===== src/rtl/strand_arbiter.sv =====
// Four-strand round-robin issue arbiter with registered grant outputs.
// Vector-memory lane locking is compiled in only when STRAND_ARB_VEC_LOCK_EN is defined.
module strand_arbiter #(
  parameter int LANE_COUNT = 16
) (
  input  logic       clk,
  input  logic       reset_n,
  input  logic [3:0] request_i,
  input  logic [3:0] vec_mem_i,
  input  logic [3:0] rollback_i,
  input  logic       stall_i,
  output logic [3:0] grant_o,
  output logic       issue_o,
  output logic [1:0] strand_id_o,
  output logic [3:0] lane_select_o
);

  localparam logic [3:0] LANE_LAST = 4'(LANE_COUNT - 1);

`ifdef STRAND_ARB_VEC_LOCK_EN
  typedef enum logic {ARB, VEC} state_e;
  state_e state_q, state_d;
`else
  logic unused_cfg;
  assign unused_cfg = ^{vec_mem_i, LANE_LAST};
`endif

  logic       issue_q, issue_d;
  logic [3:0] grant_q, grant_d;
  logic [1:0] sid_q, sid_d;
  logic [3:0] lane_q, lane_d;
  logic [1:0] ptr_q, ptr_d;

  logic       found;
  logic [1:0] pick;
  logic       rb_cur;
  logic       do_arb;
  logic       clear;

  // Upward search from the priority pointer; strands being rolled back are ineligible.
  always_comb begin
    found = 1'b0;
    pick  = ptr_q;
    for (int k = 0; k < 4; k++) begin
      if (!found && request_i[ptr_q + 2'(k)] && !rollback_i[ptr_q + 2'(k)]) begin
        found = 1'b1;
        pick  = ptr_q + 2'(k);
      end
    end
  end

  always_comb begin
    issue_d = issue_q;
    grant_d = grant_q;
    sid_d   = sid_q;
    lane_d  = lane_q;
    ptr_d   = ptr_q;
    do_arb  = 1'b0;
    clear   = 1'b0;
    rb_cur  = issue_q && rollback_i[sid_q];
`ifdef STRAND_ARB_VEC_LOCK_EN
    state_d = state_q;
    if (state_q == VEC) begin
      // Flushing the locked strand aborts the transfer even while stalled.
      if (rb_cur) begin
        clear   = 1'b1;
        ptr_d   = sid_q + 2'd1;
        state_d = ARB;
      end else if (!stall_i) begin
        if (lane_q == LANE_LAST) do_arb = 1'b1;
        else                     lane_d = lane_q + 4'd1;
      end
    end else
`endif
    begin
      if (!stall_i)    do_arb = 1'b1;
      else if (rb_cur) clear  = 1'b1;
    end

    if (do_arb) begin
      lane_d  = 4'd0;
      issue_d = found;
      grant_d = found ? (4'b0001 << pick) : 4'b0000;
      sid_d   = found ? pick : 2'd0;
      if (found) ptr_d = pick + 2'd1;
`ifdef STRAND_ARB_VEC_LOCK_EN
      state_d = (found && vec_mem_i[pick]) ? VEC : ARB;
`endif
    end

    if (clear) begin
      issue_d = 1'b0;
      grant_d = 4'b0000;
      sid_d   = 2'd0;
      lane_d  = 4'd0;
    end
  end

  always_ff @(posedge clk or negedge reset_n) begin
    if (!reset_n) begin
      issue_q <= 1'b0;
      grant_q <= 4'b0000;
      sid_q   <= 2'd0;
      lane_q  <= 4'd0;
      ptr_q   <= 2'd0;
`ifdef STRAND_ARB_VEC_LOCK_EN
      state_q <= ARB;
`endif
    end else begin
      issue_q <= issue_d;
      grant_q <= grant_d;
      sid_q   <= sid_d;
      lane_q  <= lane_d;
      ptr_q   <= ptr_d;
`ifdef STRAND_ARB_VEC_LOCK_EN
      state_q <= state_d;
`endif
    end
  end

  assign issue_o       = issue_q;
  assign grant_o       = grant_q;
  assign strand_id_o   = sid_q;
  assign lane_select_o = lane_q;

endmodule


===== config.mk =====
export PLATFORM = sky130hd
export DESIGN_NAME = strand_arbiter
export DESIGN_NICKNAME = d
export VERILOG_FILES = /design/src/rtl/strand_arbiter.sv
export SDC_FILE = /design/constraint.sdc
export NUM_CORES = 1
export LEC_CHECK = 0
export ABC_AREA = 1
export CORE_MARGIN = 5
export CORE_UTILIZATION = 41
export DETAILED_ROUTE_END_ITERATION = 6
export PLACE_DENSITY = 0.77
export SLEW_MARGIN = 20
export SYNTH_ARGS = -nofsm -noshare
export SYNTH_HDL_FRONTEND = slang
export SYNTH_SLANG_ARGS = --single-unit

===== constraint.sdc =====
create_clock -name clk -period 2.1 [get_ports clk]
set_input_delay 0.315 -clock clk [delete_from_list [all_inputs] [get_ports clk]]
set_output_delay 0.315 -clock clk [all_outputs]
set_load 0.01 [all_outputs]

==> impl_metrics.env, run 1 <==
export IMPL_status="completed"
export IMPL_crit_path_start_kind="flip-flop"
export IMPL_r2r_end="ptr_q[1]"
export IMPL_drc=0
export IMPL_path_delay_family="simple AND/OR/NAND/NOR gates"
export IMPL_routed_via_density=4.67
export IMPL_n_fill_cell=202
export IMPL_yosysUniqueCellTypes=22
export IMPL_r2r_slack_ns=0.26
export IMPL_powerDensity_nw_per_um2=1530
export IMPL_yosysSeqAreaShare_pct=27.2
export IMPL_cts_root_buf="clkbuf_4"
export IMPL_synth_top_cells_by_area="dfrtp_1 (27%), nand2_1 (21%), nand2_2 (6.8%), nand3_1 (6.1%), nand2_4 (5.4%)"
export IMPL_drt_wl_total_mm=1.73
export IMPL_grt_remaining_overflow=0
export IMPL_synth_xor_area_share_pct=0
export IMPL_synth_compound_area_share_pct=7.11
export IMPL_cts_tree="built"
export IMPL_rsz0062_at_grt="no"
export IMPL_diodes=0
export IMPL_gp_congestion=0.842
export IMPL_synth_top_family_by_area="simple AND/OR/NAND/NOR gates"
export IMPL_initial_core_util_pct=42.6
export IMPL_area_growth_pct=22.8
export IMPL_critPathMostFrequentCell="nand2_1"
export IMPL_drtPass1Iterations=4
export IMPL_die_h_um=54.9
export IMPL_drv_cap=0
export IMPL_reg2reg_depth=13
export IMPL_die_x_um=54.9
export IMPL_crit_path_end_kind="flip-flop"
export IMPL_post_cts_resized=0
export IMPL_dieArea_um2=3020
export IMPL_avgRoutedWirePerCell_um=10.8
export IMPL_numClockSinks=9
export IMPL_num_vias=752
export IMPL_grt_pass1_vias=752
export IMPL_coreArea_um2=1940
export IMPL_r2r_start="ptr_q[0]"
export IMPL_layout_drive_gt1_share_pct=19.4
export IMPL_drt_iter0_markers=19
export IMPL_synth_top_area_cell="dfrtp_1"
export IMPL_clockBufferDepth=2
export IMPL_grt_util_all_layers_pct=13.7
export IMPL_yosys_area_share_simple_pct=53.0
export IMPL_grt_max_degree=11
export IMPL_fin_area_um2=1020
export IMPL_p_leak_nw=0.513
export IMPL_hold_violations=0
export IMPL_rows=16
export IMPL_postCtsHoldBufs=0
export IMPL_drtAntennaViolNets=0
export IMPL_synth_top_area_share_pct=27.2
export IMPL_fin_nets=150
export IMPL_critPathKind="flip-flop to flip-flop"
export IMPL_clk_pin_slew_ns=0.06
export IMPL_yosys_warnings=0
export IMPL_worstHoldPathType="input port to asynchronous set/reset pin"
export IMPL_port_buffers=17
export IMPL_muxShareOfSynthArea_pct=0
export IMPL_crit_fanout=10
export IMPL_h_tree_depth=1
export IMPL_multi_input_area_um2=512
export IMPL_setup_viol=0
export IMPL_syn_avg_cell_area_um2=7.13
export IMPL_worst_path_stages=13
export IMPL_critPathSlowestCell="dfrtp_1"
export IMPL_crit_buf_inv=0
export IMPL_cts_buffers=3
export IMPL_grt_pass1_wl_mm=3.07
export IMPL_drv_slew=0
export IMPL_total_power_mw=1.55
export IMPL_fin_crit_ns=1.84
export IMPL_cp_data_required_time_ns=2.23
export IMPL_placed_area_um2=990
export IMPL_irDropWorstVdd_mv=0.748
export IMPL_dp_hpwl_mm=1.41
export IMPL_ys_ff_latch=9
export IMPL_syn_inst=116
export IMPL_io_pins=26
export IMPL_synthesis_area_um2=827
export IMPL_period_share_pct=87.5
export IMPL_fin_hold_ws_ns=0.348
export IMPL_arrival_ns=1.97
export IMPL_post_cts_setup_buffers=0
export IMPL_synth_adder_area_share_pct=0
export IMPL_seq_area_um2=225
export IMPL_worstPathCellList="nand2_1 > nand2_4 > nand3_4 > nand2_4 > nand2_1 > nand2_1 > nand2_1 > nand2_1 > nand2_1 > nand2_1 > nand2_1 > nand2_1 > nand3_1"
export IMPL_skew_ns=0.00147
export IMPL_clock_latency_ns=0.25
export IMPL_antenna_found_initial=0
export IMPL_cp_slowest_stage_delay_ns=0.63
export IMPL_tns_ns=0
export IMPL_max_freq_mhz=544
-- placed cells by master (no fill, tap or decap) --
master | synthesis | routed
nand2_1 | 47 | 47
clkdlybuf4s50_1 | 0 | 17
nand3_1 | 10 | 10
nand2_2 | 9 | 9
dfrtp_1 | 9 | 9
inv_1 | 8 | 8
nand2_4 | 4 | 4
conb_1 | 1 | 4
nand3_2 | 3 | 3
o21ai_1 | 3 | 3
clkbuf_4 | 0 | 3
inv_2 | 2 | 2
nand3_4 | 2 | 2
nand3b_1 | 2 | 2
a21oi_1 | 2 | 2
o21ai_0 | 2 | 2
inv_8 | 1 | 1
nor2_8 | 1 | 1
o21ai_4 | 1 | 1
nand4_1 | 1 | 1
o211ai_1 | 1 | 1
nor2_1 | 1 | 1
clkbuf_1 | 0 | 1
-- Yosys cell counts --
| cell type | number |
|---|---|
| inv_2 | 2 |
| o21ai_0 | 2 |
| o211ai_1 | 1 |
| nand2_1 | 47 |
| nand2_4 | 4 |
| dfrtp_1 | 9 |
| o21ai_4 | 1 |
| inv_8 | 1 |
| nand4_1 | 1 |
| nand3b_1 | 2 |
| inv_1 | 8 |
| nand3_4 | 2 |
| conb_1 | 1 |
| nand3_2 | 3 |
| nand2_2 | 9 |
| nor2_8 | 1 |
| a21oi_1 | 2 |
| buf_6 | 2 |
| nand3_1 | 10 |
| nor2_1 | 1 |
| buf_4 | 4 |
| o21ai_1 | 3 |
-- state kept, by name, summed over array words and instances (netlist names) --
register / count
grant_o: 4
issue_o: 1
ptr_q: 2
strand_id_o: 2
-- cell families after synthesis --
kind of cell,count (synthesis)
simple gates,80
flops,9
other cells,1
buf+inv,17
compound gates,9
-- worst reg2reg max path, stage by stage (launching register included) --
cell and delay, ns:
dfrtp_1 0.63, nand2_1 0.17, nand2_4 0.13, nand3_4 0.07
nand2_4 0.12, nand2_1 0.08, nand2_1 0.06, nand2_1 0.05
nand2_1 0.07, nand2_1 0.05, nand2_1 0.05, nand2_1 0.07
nand2_1 0.09, nand3_1 0.08
-- worst max-delay path by stage --
stage,slack [ns],endpoint,from
floorplan,0.62,ptr_q[1],ptr_q[0]
global placement,0.18,ptr_q[1],rollback_i[1]
detailed placement,0.14,ptr_q[1],request_i[2]
CTS,0.27,ptr_q[1],ptr_q[0]
global route,0.09,ptr_q[1],ptr_q[0]
finish,0.26,ptr_q[1],ptr_q[0]
-- power by group --
part | internal [mW] | switching (mW)
Sequential | 0.245 | 0.106
Combinational | 0.417 | 0.653
Clock | 0.0731 | 0.0579
-- metal layers --
| layer | up-vias | global-route usage (%) | wire length (um) |
|---|---|---|---|
| li1 | 396 | - | - |
| met1 | 331 | 16.4 | 765 |
| met2 | 23 | 24.4 | 846 |
| met3 | 2 | 3.22 | 112 |
| met4 | 0 | 3.64 | 8 |
| met5 | - | 0 | 0 |
-- layout make-up --
cell class	count	area share [%]
Inverter	11	4.80
Clock buffer	4	2.59
Sequential cell	9	22.2
Multi-Input combinational cell	93	50.4
Timing Repair Buffer	17	16.7
Tap cell	27	3.33
-- metrics by stage --
step           setup WS [ns]  utilization, %  cells
2_1_floorplan          0.618               -    119
3_3_place_gp           0.184            51.0    157
3_5_place_dp           0.140            51.0    157
4_1_cts                0.265            52.3    161
5_1_grt               0.0851            52.3    161
6_report               0.263            52.3    161
No activity file was read; power rests on OpenSTA's default activity.
==> inputs of run 2 (changes only) <==
--- a/config.mk
+++ b/config.mk
@@ -7,9 +7,10 @@
 export LEC_CHECK = 0
 export ABC_AREA = 1
 export CORE_MARGIN = 5
-export CORE_UTILIZATION = 41
+export CORE_UTILIZATION = 40
 export DETAILED_ROUTE_END_ITERATION = 6
-export PLACE_DENSITY = 0.77
+export MAX_ROUTING_LAYER = met4
+export PLACE_DENSITY = 0.75
 export SLEW_MARGIN = 20
 export SYNTH_ARGS = -nofsm -noshare
 export SYNTH_HDL_FRONTEND = slang
==> run 2 against run 1 <==
Compared with the run above:
- die area rose by 2.0%
- first-iteration DRC count fell by 37%
- final cell count stayed put
- critical endpoint unchanged
==> impl_metrics.env, run 2 (synthesis results as in run 1) <==
export IMPL_setup_viol=0
export IMPL_drt_wl_total_mm=1.66
export IMPL_rows=16
export IMPL_path_delay_family="simple AND/OR/NAND/NOR gates"
export IMPL_diodes=0
export IMPL_status="completed"
export IMPL_r2r_slack_ns=0.30
export IMPL_drtPass1Iterations=4
export IMPL_drv_slew=0
export IMPL_powerDensity_nw_per_um2=1520
export IMPL_n_fill_cell=211
export IMPL_seq_area_um2=225
export IMPL_irDropWorstVdd_mv=0.824
export IMPL_clockBufferDepth=2
export IMPL_fin_nets=150
export IMPL_placed_cells=157
export IMPL_die_x_um=55.5
export IMPL_largest_reg_flops=4
export IMPL_max_freq_mhz=554
export IMPL_post_cts_resized=0
export IMPL_antenna_found_initial=0
export IMPL_dieArea_um2=3080
export IMPL_initial_core_util_pct=42.2
export IMPL_cts_tree="built"
export IMPL_postCtsHoldBufs=0
export IMPL_worstPathCellList="nand2_1 > nand2_4 > nand3_4 > nand2_4 > nand2_1 > nand2_1 > nand2_1 > nand2_1 > nand2_1 > nand2_1 > nand2_1 > nand2_1 > nand3_1"
export IMPL_grt_remaining_overflow=0
export IMPL_gp_congestion=0.867
export IMPL_arrival_ns=1.94
export IMPL_routed_via_density=4.74
export IMPL_clk_pin_slew_ns=0.06
export IMPL_rsz0062_at_grt="no"
export IMPL_drtAntennaViolNets=0
export IMPL_tns_ns=0
export IMPL_post_cts_setup_buffers=0
export IMPL_drt_iter0_markers=12
export IMPL_cts_buffers=3
export IMPL_grt_util_all_layers_pct=11.8
export IMPL_drc=0
export IMPL_port_buffers=17
export IMPL_area_growth_pct=22.8
export IMPL_coreArea_um2=1960
export IMPL_h_tree_depth=1
export IMPL_crit_path_end_kind="flip-flop"
export IMPL_fin_hold_ws_ns=0.354
export IMPL_grt_pass1_vias=742
export IMPL_critPathKind="flip-flop to flip-flop"
export IMPL_num_vias=763
export IMPL_layout_drive_gt1_share_pct=19.4
export IMPL_cp_data_required_time_ns=2.24
export IMPL_drv_cap=0
export IMPL_final_common_cell="nand2_1"
export IMPL_critPathSlowestCell="dfrtp_1"
export IMPL_numClockSinks=9
export IMPL_fin_crit_ns=1.80
export IMPL_crit_buf_inv=0
export IMPL_grt_max_degree=11
export IMPL_final_cell_mix="nand2_1 (47), clkdlybuf4s50_1 (17), nand3_1 (10)"
export IMPL_hold_violations=0
export IMPL_total_power_mw=1.54
export IMPL_avgRoutedWirePerCell_um=10.3
export IMPL_io_pins=26
export IMPL_cp_slowest_stage_delay_ns=0.63
export IMPL_grt_pass1_wl_mm=3.00
export IMPL_clock_latency_ns=0.25
export IMPL_multi_input_area_um2=512
export IMPL_critPathMostFrequentCell="nand2_1"
export IMPL_crit_fanout=10
export IMPL_skew_ns=0.00112
export IMPL_p_leak_nw=0.513
export IMPL_cts_root_buf="clkbuf_4"
export IMPL_worstHoldPathType="input port to asynchronous set/reset pin"
export IMPL_crit_path_start_kind="flip-flop"
export IMPL_dp_hpwl_mm=1.38
export IMPL_period_share_pct=85.9
export IMPL_die_h_um=55.5
export IMPL_fin_cells=161
-- run 2: cell counts in the layout (fill, tap and decap cells not counted) --
No cell type changed its count.
-- run 2: final cells by class --
cell class | instances | area share, %
Sequential cell | 9 | 22.2
Timing Repair Buffer | 17 | 16.7
Clock buffer | 4 | 2.59
Multi-Input combinational cell | 93 | 50.4
Inverter | 11 | 4.80
Tap cell | 27 | 3.33
-- run 2: path summary, 6_finish.rpt --
check / startpoint / end / cells after the start
setup / recovery: ptr_q[0] / ptr_q[1] / 13
hold / removal: reset_n / grant_o[3] / 1
setup reg to reg: ptr_q[0] / ptr_q[1] / 13
hold reg to reg: grant_o[3] / grant_o[3] / 2
max in group asynchronous: reset_n / grant_o[0] / 1
min in group clk: grant_o[3] / grant_o[3] / 2
-- run 2: where the power goes --
part / switching, mW / internal [mW] / total (mW)
logic: 0.645 / 0.417 / 1.06
registers: 0.109 / 0.244 / 0.353
clock network: 0.0562 / 0.0730 / 0.129
total: 0.810 / 0.734 / 1.54
-- run 2: through the flow --
stage / utilization (%) / worst slack, ns / instance area [um2]
final: 51.8 / 0.295 / 1020
after global routing: 51.8 / 0.0992 / 1020
after CTS: 51.8 / 0.293 / 1020
after detailed placement: 50.4 / 0.142 / 990
after global placement: 50.4 / 0.184 / 990
after floorplan: - / 0.618 / 838
-- run 2: metal layers --
metal  up-vias  share of wire (%)  GRT usage, %  wire length (um)
li1        395                  -             -                 -
met4         0               0.60          3.47                10
met5         -                  0             -                 0
met2        20                 49          19.4               809
met1       346                 48          15.0               799
met3         2                2.5          1.40                41
==> variant 1, RTL diff (settings of run 2) <==
The option `STRAND_ARB_VEC_LOCK_EN` is turned on by a define.
--- a/src/rtl/strand_arbiter.sv
+++ b/src/rtl/strand_arbiter.sv
@@ -1,4 +1,6 @@
 // Four-strand round-robin issue arbiter with registered grant outputs.
 // Vector-memory lane locking is compiled in only when STRAND_ARB_VEC_LOCK_EN is defined.
+`define STRAND_ARB_VEC_LOCK_EN
+
 module strand_arbiter #(
   parameter int LANE_COUNT = 16
Formal check against the unedited RTL: not equivalent (Yosys sat finds a counterexample within 4 cycles, from zero or initial values and one cycle with reset_n low).
==> variant 1 against run 2 <==
Worst setup slack got worse by 0.047 ns; area after synthesis rose by 38%; clock skew grew 0.0039 ns; total power is 49% higher; highest routed layer unchanged; combinational power increased by 54%; cell area grew 44%; wire length increased by 62%; sequential cell count grew 5; first-iteration DRC count rose to 2.8 times the old value.
==> variant 1: results (changes against run 2) <==
[global_routing]
grt_pass1_vias = 1096  ; +48%
grt.total_usage_pct = 14.4  ; +2.6 points
antenna_found_initial = 0  ; unchanged
grt_start_max_net_pins = 15  ; +4
grt_pass1_wl_mm = 4.71  ; +57%

[logic_synthesis]
synth_nets = 175
synth_cell_types = 28  ; +27%
ys_top_cells_by_count = nand2_1, dfrtp_1, nand3_1
synth-async-reset-ratio_pct = 100  ; unchanged
synthTopCellsByArea = dfrtp_1, nand2_1, nand2_4
synth_ff_type = dfrtp_1
seq_area_frac_synth_pct = 30.8  ; +3.5 points
yosysWarnings = 0  ; unchanged

[worst_setup_path]
r2r_cells = 13  ; unchanged
rr_startpoint = ptr_q[0]
critPathLaunch = rollback_i[2]
path_max_fanout = 9  ; -1
r2r_end = ptr_q[1]
regToRegSetupSlack_ns = 0.30
cp-endpoint = strand_id_o[1]
arrival_ns = 2.02  ; +0.08 ns

[route]
via_count = 1111  ; +46%
dr.first_iter.drc_count = 33  ; +21
dr.pass1.iters = 4  ; unchanged
post_drt_wl_per_cell_microns = 12.2  ; +19%

[clock_tree]
clk_pin_slew_worst_paths_ns = 0.09  ; +0.03 ns
cts_made_buffers = 3  ; unchanged
clk_latency_ns = 0.29  ; +0.04 ns
cts_buffer_depth = 2  ; unchanged
clock-root-buffer = clkbuf_4
htree_levels = 1  ; unchanged
post_cts_buffers = 0  ; unchanged
cts_resized = 0  ; unchanged

[place]
io_buffers = 25  ; +8
hpwlAfterDp_mm = 2.11  ; +53%
globalplace.congestion = 0.840  ; -3.1%

[pwr]
p_int_w = 0.00109  ; +48%
leakage_nw = 0.737  ; +44%
ir_drop_uv = 997  ; +21%

[final_layout]
antennaDiodeCount = 0  ; unchanged
final_nets = 206  ; +37%
fillCellCount = 263  ; +25%
drive_gt1_share_pct = 19.0  ; -0.36 points

[outcome]
status = finished, final reports clean

[hold_path]
hold_path.class = in -> async

[timing]
clock_skew_ns = 0.00505  ; +0.00394 ns

## variant 1: how the worst min path moves through the flow
stage,startpoint,endpoint,slack (ns),depth (start not counted)
2_1_floorplan,reset_n,grant_o[0],0.02,0
3_3_place_gp,grant_o[2],grant_o[2],0.49,2
3_5_place_dp,grant_o[2],grant_o[2],0.48,2
4_1_cts,reset_n,grant_o[3],0.44,1
5_1_grt,reset_n,lane_select_o[3],0.47,1
6_report,reset_n,grant_o[2],0.41,1
## variant 1: logic make-up after synthesis
family          synth area share (%)
compound gates                  11.2
xor+xnor                       0.769
fa+ha+maj                       1.10
buf+inv                         8.13
flops                           30.8
mux                            0.989
simple gates                    47.0
## variant 1: area by class of cell
cell class / count / area, sq um / share of cell area (%)
Multi-Input combinational cell: 124 / 696 / 47.4
Timing Repair Buffer: 28 / 273 / 18.6
Inverter: 19 / 73.8 / 5.03
Clock buffer: 4 / 36.3 / 2.47
Sequential cell: 14 / 350 / 23.9
Tap cell: 31 / 38.8 / 2.64
## variant 1: critical path: stages
cell	delay [ns]
clkdlybuf4s50_1	0.50
inv_1	0.07
a21oi_1	0.13
o21ai_0	0.11
a21oi_2	0.21
nand2_1	0.14
nand2_1	0.09
inv_1	0.05
nand2_2	0.16
inv_2	0.07
nand2_1	0.11
o21ai_0	0.09
## variant 1: power by group through the flow
stage	clock network, W	registers, W	logic, W
floorplan	0	0.000467	0.00124
global placement	0	0.000473	0.00160
detailed placement	0	0.000478	0.00162
CTS	0.000200	0.000472	0.00164
global route	0.000219	0.000488	0.00185
finish	0.000199	0.000471	0.00163
## variant 1: through the flow
step	instance area (sq um)	cells	setup slack, ns	hold slack [ns]
5_1_grt	1470	220	0.0624	0.474
2_1_floorplan	1140	159	0.477	0.0194
3_5_place_dp	1430	216	-0.0336	0.483
4_1_cts	1470	220	0.249	0.438
6_report	1470	220	0.248	0.413
3_3_place_gp	1430	216	-0.00683	0.488
## variant 1: routing by layer
metal	wire length, microns	track usage, %	share of wire, %	vias up
met4	12	3.12	0.45	0
met1	1200	17.3	44	504
met5	0	-	0	-
met3	158	3.55	5.9	4
met2	1320	24.1	49	30
li1	-	-	-	573
==> variant 2, RTL diff (flow settings as in run 2) <==
Without the edit above. Reset style: synchronous (`reset_n`), changed in one clocked block.
--- a/src/rtl/strand_arbiter.sv
+++ b/src/rtl/strand_arbiter.sv
@@ -97,5 +97,5 @@
   end
 
-  always_ff @(posedge clk or negedge reset_n) begin
+  always_ff @(posedge clk) begin
     if (!reset_n) begin
       issue_q <= 1'b0;
Check against the original RTL: differs if reset_n is asserted again (counterexample within 4 cycles, from zero or initial values and one cycle with reset_n low); with reset_n held inactive, the same outputs for 10 cycles.
==> variant 2 against run 2 <==
Wire length grew 15%; area after synthesis shrank 3.2%; critical path depth grew 5; maximum frequency shrank 10%; cell area grew 19%; first-iteration DRC count grew 8.3%; sequential cell count is the same; total power grew 35%; worst setup slack lost 0.21 ns; combinational power grew 55%; via count grew 5.8%; hold slack gained 0.12 ns; critical endpoint is now grant_o[1]; largest power group unchanged.
==> variant 2: results (changes against run 2) <==
[global_routing]
grt_pass1_vias = 801  ; +8.0%
grt_start_max_net_pins = 10  ; -1
grt_pass1_wl_mm = 3.17  ; +5.5%
grt.total_usage_pct = 14.8  ; +3.1 points

[worst_setup_path]
r2r_end = grant_o[1]
crit_path_top_delay_cell = clkdlybuf4s50_1
path_delay_family = buffers and inverters
critPathLaunch = rollback_i[0]
rr_startpoint = ptr_q[0]
arrival_ns = 2.15  ; +0.21 ns
path_max_fanout = 4  ; -6
cpPeakStageDelay_ns = 0.46  ; -0.17 ns

[place]
globalplace.congestion = 0.746  ; -14%
placed_cells = 173  ; +10%
dp_slack_ns = -0.246  ; -0.388 ns
place_area_sq_um = 1100  ; +11%

[logic_synthesis]
seq_area_frac_synth_pct = 22.5  ; -4.7 points
synthTopCellsByArea = dfxtp_1, nand2_1, nand2_2
syn-mean-instance-area_sq_um = 6.96  ; -2.3%
synth_cell_types = 24  ; +9.1%
ys_top_cells_by_count = nand2_1, nand2_2, dfxtp_1
synth-async-reset-ratio_pct = 0  ; -100 points

[final_layout]
fillCellCount = 184  ; -13%
drive_gt1_share_pct = 45.3  ; +26 points
fin_cells = 177  ; +9.9%

[pwr]
p_int_w = 0.00109  ; +48%
swShare_pct = 47.7  ; -4.8 points
ir_drop_uv = 960  ; +16%
leakage_nw = 0.545  ; +6.2%
comb-power_w = 0.00164  ; +55%

[hold_path]
hold_depth = 2
hold_path.class = reg -> reg

[outcome]
status = finished, final reports clean

[clock_tree]
htree_levels = 1  ; unchanged

[route]
post_drt_wl_per_cell_microns = 10.8  ; +4.5%
dr.first_iter.drc_count = 13  ; +1
via_count = 807  ; +5.8%

[timing]
clock_skew_ns = 0.00162  ; +0.000507 ns
holdWs_ns = 0.470  ; +0.116 ns

## variant 2: how the worst max path moves through the flow
| stage | to | slack (ns) | depth (start not counted) |
|---|---|---|---|
| final | grant_o[1] | 0.09 | 18 |
| after global routing | grant_o[1] | -0.04 | 17 |
| after CTS | ptr_q[1] | 0.0008 | 17 |
| after detailed placement | ptr_q[1] | -0.25 | 17 |
| after global placement | ptr_q[1] | -0.21 | 17 |
| after floorplan | ptr_q[1] | 0.28 | 15 |
## variant 2: cell families after synthesis
kind of cell             count (synthesis)  share of synthesized area (%)
AND/OR/NAND/NOR                         65                           44.5
adder cells (fa/ha/maj)                  4                           6.25
AO/OA/AOI/OAI                           16                           12.7
other                                    1                          0.468
flip-flops                               9                           22.5
buffers and inverters                   19                           12.5
XOR/XNOR                                 1                           1.09
## variant 2: worst min-delay path: cells and delay by family, from the launching register on
family	cells	cell delay [ns]
DFF	1	0.31
AOI/OAI and AO/OA	1	0.06
and+or+nand+nor	1	0.05
## variant 2: layout make-up
| cell class | count | area share (%) |
|---|---|---|
| tap | 27 | 2.79 |
| multi-input combinational | 90 | 50.4 |
| timing repair buffer | 34 | 24.8 |
| inverter | 13 | 4.86 |
| clock buffer | 4 | 2.17 |
| sequential | 9 | 15.0 |
## variant 2: repair_timing
item / CTS / global route
endpoints found under the hold margin: 0 / 0
gates resized for setup: 0 / 24
setup endpoints to repair: 0 / 4
setup buffers: 0 / 0
## variant 2: per-layer routing
| metal | vias up | wire (microns) | global-route usage, % |
|---|---|---|---|
| met5 | - | 0 | - |
| met4 | 0 | 6 | 2.49 |
| met3 | 2 | 109 | 4.09 |
| met2 | 21 | 963 | 27.2 |
| met1 | 358 | 827 | 15.9 |
| li1 | 426 | - | - |
